$ cat config.mk
export PLATFORM = sky130hd
export DESIGN_NAME = lif_neuron_stdp
export DESIGN_NICKNAME = d
export VERILOG_FILES = /design/src/rtl/lif_neuron_stdp.sv
export SDC_FILE = /design/constraint.sdc
export NUM_CORES = 1
export LEC_CHECK = 0
export CORE_MARGIN = 2
export CORE_UTILIZATION = 65
export CTS_BUF_LIST = sky130_fd_sc_hd__clkbuf_4 sky130_fd_sc_hd__clkbuf_8 sky130_fd_sc_hd__clkbuf_16
export DETAILED_ROUTE_END_ITERATION = 12
export PLACE_DENSITY_LB_ADDON = 0.15
export RECOVER_POWER = 50
export SYNTH_ARGS = -nofsm -noshare
export SYNTH_HDL_FRONTEND = slang
export SYNTH_SLANG_ARGS = --single-unit
$ cat constraint.sdc
create_clock -name clk -period 22.8 [get_ports clk]
set_input_delay 6.84 -clock clk [delete_from_list [all_inputs] [get_ports clk]]
set_output_delay 6.84 -clock clk [all_outputs]
set_load 0.01 [all_outputs]
$ cat src/rtl/lif_neuron_stdp.sv
// Leaky integrate-and-fire neuron with saturating membrane, refractory period and per-synapse weights.
// Optional pair-based STDP learning is compiled in when LIF_STDP_EN is defined.
module lif_neuron_stdp #(
  parameter int unsigned N_IN       = 8,
  parameter int unsigned W_BITS     = 8,
  parameter int unsigned P_BITS     = 12,
  parameter int unsigned LEAK_SHIFT = 2,
  parameter int unsigned REFRAC     = 3,
  parameter int unsigned TRACE_LEN  = 4,
  parameter int unsigned W_INIT     = 16
) (
  input  logic                      clk,
  input  logic                      reset,
  input  logic [N_IN-1:0]           inputs,
  input  logic                      learn,
  input  logic [P_BITS-1:0]         threshold,
  input  logic                      w_load,
  input  logic [$clog2(N_IN)-1:0]   w_sel,
  input  logic [W_BITS-1:0]         w_data,
  output logic [W_BITS-1:0]         w_rdata,
  output logic                      spike_out,
  output logic [P_BITS-1:0]         potential
);

  localparam int unsigned SEL_W = $clog2(N_IN);
  localparam int unsigned SUM_W = W_BITS + SEL_W;
  localparam int unsigned EXT_N = 1 << SEL_W;
  localparam int unsigned CNT_W = (REFRAC > 0) ? $clog2(REFRAC + 1) : 1;
  localparam bit          HAS_REFRAC = (REFRAC > 0);

  localparam logic [W_BITS-1:0] W_ONE   = W_BITS'(1);
  localparam logic [W_BITS-1:0] W_MAX   = {W_BITS{1'b1}};
  localparam logic [CNT_W-1:0]  CNT_ONE = CNT_W'(1);

  typedef enum logic [0:0] {ST_INTEGRATE, ST_REFRACTORY} state_t;

  state_t              state_q, state_d;
  logic [CNT_W-1:0]    cnt_q, cnt_d;
  logic                fire;
  logic [P_BITS-1:0]   pot_d;
  logic                spike_d;
  logic [SUM_W-1:0]    syn_sum;
  logic [P_BITS-1:0]   leak;
  logic [P_BITS:0]     v_sum;
  logic [P_BITS-1:0]   v_next;
  logic [W_BITS-1:0]   weight_q [N_IN];
  logic [W_BITS-1:0]   weight_d [N_IN];
  logic [W_BITS-1:0]   weight_ext [EXT_N];

  // Weighted sum of active synapses; width holds N_IN full-scale weights.
  always_comb begin
    syn_sum = '0;
    for (int i = 0; i < N_IN; i++) begin
      if (inputs[i]) syn_sum = syn_sum + SUM_W'(weight_q[i]);
    end
  end

  if (LEAK_SHIFT == 0) begin : g_no_leak
    assign leak = '0;
  end else begin : g_leak
    assign leak = potential >> LEAK_SHIFT;
  end

  assign v_sum  = (P_BITS+1)'(potential - leak) + (P_BITS+1)'(syn_sum);
  assign v_next = v_sum[P_BITS] ? {P_BITS{1'b1}} : v_sum[P_BITS-1:0];

  // State register
  always_ff @(posedge clk) begin
    if (reset) begin
      state_q <= ST_INTEGRATE;
      cnt_q   <= '0;
    end else begin
      state_q <= state_d;
      cnt_q   <= cnt_d;
    end
  end

  // Next state: refractory count loaded on fire, exits on the edge it reaches 0
  always_comb begin
    state_d = state_q;
    cnt_d   = cnt_q;
    case (state_q)
      ST_INTEGRATE: begin
        if (fire && HAS_REFRAC) begin
          state_d = ST_REFRACTORY;
          cnt_d   = CNT_W'(REFRAC);
        end
      end
      ST_REFRACTORY: begin
        cnt_d = cnt_q - CNT_ONE;
        if (cnt_q <= CNT_ONE) begin
          state_d = ST_INTEGRATE;
          cnt_d   = '0;
        end
      end
      default: begin
        state_d = ST_INTEGRATE;
        cnt_d   = '0;
      end
    endcase
  end

  // Outputs: membrane and spike next values
  always_comb begin
    fire    = 1'b0;
    pot_d   = '0;
    spike_d = 1'b0;
    if (state_q == ST_INTEGRATE) begin
      if (v_next >= threshold) begin
        fire    = 1'b1;
        spike_d = 1'b1;
      end else begin
        pot_d = v_next;
      end
    end
  end

  always_ff @(posedge clk) begin
    if (reset) begin
      potential <= '0;
      spike_out <= 1'b0;
    end else begin
      potential <= pot_d;
      spike_out <= spike_d;
    end
  end

`ifdef LIF_STDP_EN
  localparam logic [3:0] TR_LEN = 4'(TRACE_LEN);
  localparam logic [3:0] TR_ONE = 4'(1);

  logic [3:0] pre_trace_q [N_IN];
  logic [3:0] pre_trace_d [N_IN];
  logic [3:0] post_trace_q, post_trace_d;

  always_comb begin
    for (int i = 0; i < N_IN; i++) begin
      pre_trace_d[i] = '0;
      if (inputs[i])                 pre_trace_d[i] = TR_LEN;
      else if (pre_trace_q[i] != '0) pre_trace_d[i] = pre_trace_q[i] - TR_ONE;
    end
    post_trace_d = '0;
    if (fire)                    post_trace_d = TR_LEN;
    else if (post_trace_q != '0) post_trace_d = post_trace_q - TR_ONE;
  end

  always_ff @(posedge clk) begin
    if (reset) begin
      for (int i = 0; i < N_IN; i++) pre_trace_q[i] <= '0;
      post_trace_q <= '0;
    end else begin
      for (int i = 0; i < N_IN; i++) pre_trace_q[i] <= pre_trace_d[i];
      post_trace_q <= post_trace_d;
    end
  end
`else
  logic unused_learn;
  assign unused_learn = learn;
`endif

  // Weight next value: learning first, then a load to the same index wins
  always_comb begin
    for (int i = 0; i < N_IN; i++) begin
      weight_d[i] = weight_q[i];
`ifdef LIF_STDP_EN
      if (learn) begin
        if (fire) begin
          if ((inputs[i] || (pre_trace_q[i] != '0)) && (weight_q[i] != W_MAX))
            weight_d[i] = weight_q[i] + W_ONE;
        end else if (inputs[i] && (post_trace_q != '0) && (weight_q[i] != '0)) begin
          weight_d[i] = weight_q[i] - W_ONE;
        end
      end
`endif
      if (w_load && (w_sel == SEL_W'(i))) weight_d[i] = w_data;
    end
  end

  always_ff @(posedge clk) begin
    if (reset) begin
      for (int i = 0; i < N_IN; i++) weight_q[i] <= W_BITS'(W_INIT);
    end else begin
      for (int i = 0; i < N_IN; i++) weight_q[i] <= weight_d[i];
    end
  end

  // Read port padded to a power of two so out-of-range selects return 0
  for (genvar j = 0; j < EXT_N; j++) begin : g_ext
    if (j < N_IN) begin : g_real
      assign weight_ext[j] = weight_q[j];
    end else begin : g_pad
      assign weight_ext[j] = '0;
    end
  end

  assign w_rdata = weight_ext[w_sel];

endmodule

==> run summary <==
The flow ran to the end, and the final reports show no timing, DRC or antenna violations. The share of the yosys chip area belonging to registers came out at approximately a fifth. The number of global-route vias before repair came out at 6934. The hold violation count in the final report is 0. STA classifies the critical path endpoint as a flop.

The total instance count after detailed placement is 1098. The total area inside the core boundary comes to 11400 um^2. The number of buffers added by the clock tree synthesis step is 9.

After filler insertion, the fill cell instance count of the layout stands at between 800 and 900. The first-iteration detailed-routing DRC count is 729. STA puts the critical path data arrival time at 19.62 ns.

The part of the cycle the worst path needs is between 80% and 90%. The total number of yosys warnings is 0. In the synthesized netlist the async set-or-reset flop fraction comes to 0%. Setup violations remaining at the end of the flow were counted as 0. The cell with the most instances on the worst path is a21o_1. The wire length of the first global-routing pass came out at 33.8 mm. The floorplan die area came out at 12500 um^2. The slowest stage of the critical path belongs to the cell clkdlybuf4s50_1. Summed over all nets, the switching power comes to around 320 uW.

The worst setup slack for register-to-register paths is 10.17 ns. The fraction of power spent switching nets came out at 42.2%. The net count of the mapped netlist came out at 1067. The congestion estimate from routability-driven global placement came to 0.908.

The static leakage is approximately 3.6 nW. The later pin in the worst-skew pair is clocked with a latency of 0.34 ns. The die is 112 um wide.

The relative slew slack came out at 23.0%. For this run, the detailed router's first-pass iteration total came to 5. The setup path with the least slack is of type in2reg. For this run, the slowest stage of the critical path takes about 0.61 ns. The post-detailed-placement half-perimeter wirelength is 16.3 mm. The maximum vdd ir drop came out at 0.127 mV. The number of nets still failing antenna checks after routing is 0.

The count of max-cap constraint violations came out at 0. The maximum net fanout on the critical path came out at 24. The share of cells above drive strength 1 came out at 8.55%. The maximum root-to-sink buffer count came out at 2. The worst min-delay path category is reg2reg. The fmax came out at 51.6 MHz. The final net count is 1100. The accumulated negative setup slack came out at 0 ns. The worst setup skew after layout came out at 0.00414 ns. The smallest clock period supported by the final layout is computed as 19.39 ns. The actual transition at the worst max-transition pin came out at 1.13 ns.

Clock tree synthesis selected as its root buffer the cell clkbuf_16. The finished layout holds ~1100 standard cells, fillers aside. The worst setup path is launched from an input pin. The combined area of all synthesized cells came out at 7520 um^2.

The die span in y is 112 um. Setup repair after global routing left no endpoint under its margin. After detailed routing, the average wire length per cell comes to 18.4 um. After clock tree synthesis, the clock-pin slew on the worst setup and hold paths is 0.06 ns. The initial antenna violation count came out at 1. The final wirelength is 20.5 mm.

The H-tree level count is 3. The average instance in the mapped netlist occupies 8.07 um^2. In the routed layout, each cell is associated on average with a via count of 6.31.

Buffers placed on the I/O ports in this run total 54. The number of top-level pins is 56. The final critical-path setup slack is 3.41 ns.

Synthesis instantiated 52 different standard cells from the library. For this block, the via count after detailed routing is approximately 7000. The number of setup buffers added after CTS is 0. The register share of total power came out at a little over a fifth.

The clock net sink count came out at 80. The register bit count reported by yosys is 80. The required time of the critical path came out at 23.03 ns. For this run, the leading register cell type out of synthesis is dfxtp_1. The final-report max-slew violation count was 0. The number of flops mapped to enable cells by yosys came out at 0. For this configuration, the core starts out at a cell density of 66.2%. The number of antenna repair diodes is 0. Row generation in the floorplan step produced 39 rows. Combinational cells account for 58.1% of the total power. The internal cell power came out at 443 uW.

Entering global routing, the biggest net connects 69 pins. The number of gates resized after CTS was 0. The worst-case setup slack after placement is 3.25 ns. The final routed DRC violation total is 0. In this run, post-CTS hold repair placed 0 buffers. The part of the power in the clock network came out at between 20% and 30%. The all-layer global routing usage is around a third. TritonCTS built the clock tree. The remaining global-route overflow is 0. The post-synthesis cell count is 933. The power density normalized to cell area is 90.7 nW/um^2. The layout-stage area growth over the synthesis result is 12.4%.
-- through the flow --
step	util, %	cell area [um^2]	power (mW)	hold WS, ns
global placement	71.5	8130	0.583	0.467
global route	74.4	8460	0.825	0.497
floorplan	-	7520	0.497	0.442
detailed placement	71.5	8130	0.606	0.472
CTS	74.4	8460	0.766	0.489
finish	74.4	8460	0.767	0.492
-- path summary, 6_finish.rpt --
check,from,to,cells after the start
hold / removal,weight_q[1][0],weight_q[1][0],2
setup reg to reg,weight_q[0][0],potential[11],58
setup / recovery,inputs[0],potential[11],59
hold reg to reg,weight_q[1][0],weight_q[1][0],2
-- flip-flops by register name (all words and copies together) (netlist names) --
register and cells:
weight_q 64, potential 12, cnt_q 2, spike_out 1, state_q 1
-- kinds of logic after synthesis --
| family | share of synthesized area [%] |
|---|---|
| AO/OA/AOI/OAI | 21.3 |
| adder cells (fa/ha/maj) | 18.2 |
| flip-flops | 21.3 |
| AND/OR/NAND/NOR | 17.3 |
| XOR/XNOR | 5.67 |
| buffers and inverters | 4.81 |
| multiplexers | 11.5 |
-- power by group through the flow --
stage | logic, mW | clock network [mW] | registers, mW
floorplan | 0.333 | 0 | 0.165
global placement | 0.418 | 0 | 0.165
detailed placement | 0.441 | 0 | 0.165
CTS | 0.444 | 0.159 | 0.162
global route | 0.496 | 0.165 | 0.164
finish | 0.446 | 0.159 | 0.162
-- synth_stat cells, types with 10 or more instances --
| cell | count | area share (%) |
|---|---|---|
| a21o_1 | 28 | 2.8 |
| o21a_1 | 22 | 2.2 |
| nand2b_1 | 12 | 1.0 |
| o31a_1 | 11 | 1.3 |
| fa_1 | 17 | 4.5 |
| o21ai_0 | 40 | 2.7 |
| nand2_1 | 167 | 8.3 |
| xor2_1 | 17 | 2.0 |
| xnor2_1 | 29 | 3.4 |
| dfxtp_1 | 80 | 21 |
| nand3_1 | 14 | 0.93 |
| ha_1 | 82 | 14 |
| a211oi_1 | 23 | 2.3 |
| nor2_1 | 50 | 2.5 |
| mux2_2 | 38 | 5.7 |
| mux4_2 | 16 | 4.8 |
| inv_1 | 61 | 3.0 |
| a21oi_1 | 95 | 6.3 |
| clkbuf_1 | 24 | 1.2 |
| buf_1 | 10 | 0.50 |
| nor3_1 | 10 | 0.67 |
-- worst max-delay path: cells and delay by family --
kind	cells	cell delay, ns
AND/OR/NAND/NOR	8	1.26
buffers and inverters	5	1.10
multiplexers	5	1.21
AO/OA/AOI/OAI	23	4.50
XOR/XNOR	7	0.95
adder cells (fa/ha/maj)	11	3.74
-- layout make-up --
class                   instances  area (um^2)  area share (%)
inverters                      61          229            2.71
repair buffers                 57          558            6.60
multi-input cells             757         5560            65.7
clock inverters                 4         76.3           0.902
clock buffers                  12          254            3.00
flip-flops and latches         80         1600            18.9
well taps                     143          179            2.12
-- per-layer routing --
layer / global-route usage, % / vias to the layer above / part of all wire, % / wire length, um
met1: 41.1 / 3349 / 41 / 8360
met2: 60.0 / 257 / 49 / 10100
met5: 0 / - / 0.068 / 14
met3: 5.12 / 49 / 7.0 / 1440
li1: - / 3371 / - / -
met4: 12.6 / 2 / 3.1 / 635
-- placed cells by master, fill, tap and decap left out, types with 16 or more instances in the layout --
cell type        count
dfxtp_1             80
xor2_1              17
o21ai_0             40
clkdlybuf4s50_1     39
fa_1                17
nor2_1              50
a21oi_1             95
mux4_2              16
mux2_2              38
o21a_1              22
ha_1                82
nand2_1            167
a21o_1              28
inv_1               61
xnor2_1             29
a211oi_1            23
(Power assumes the default switching activity.)
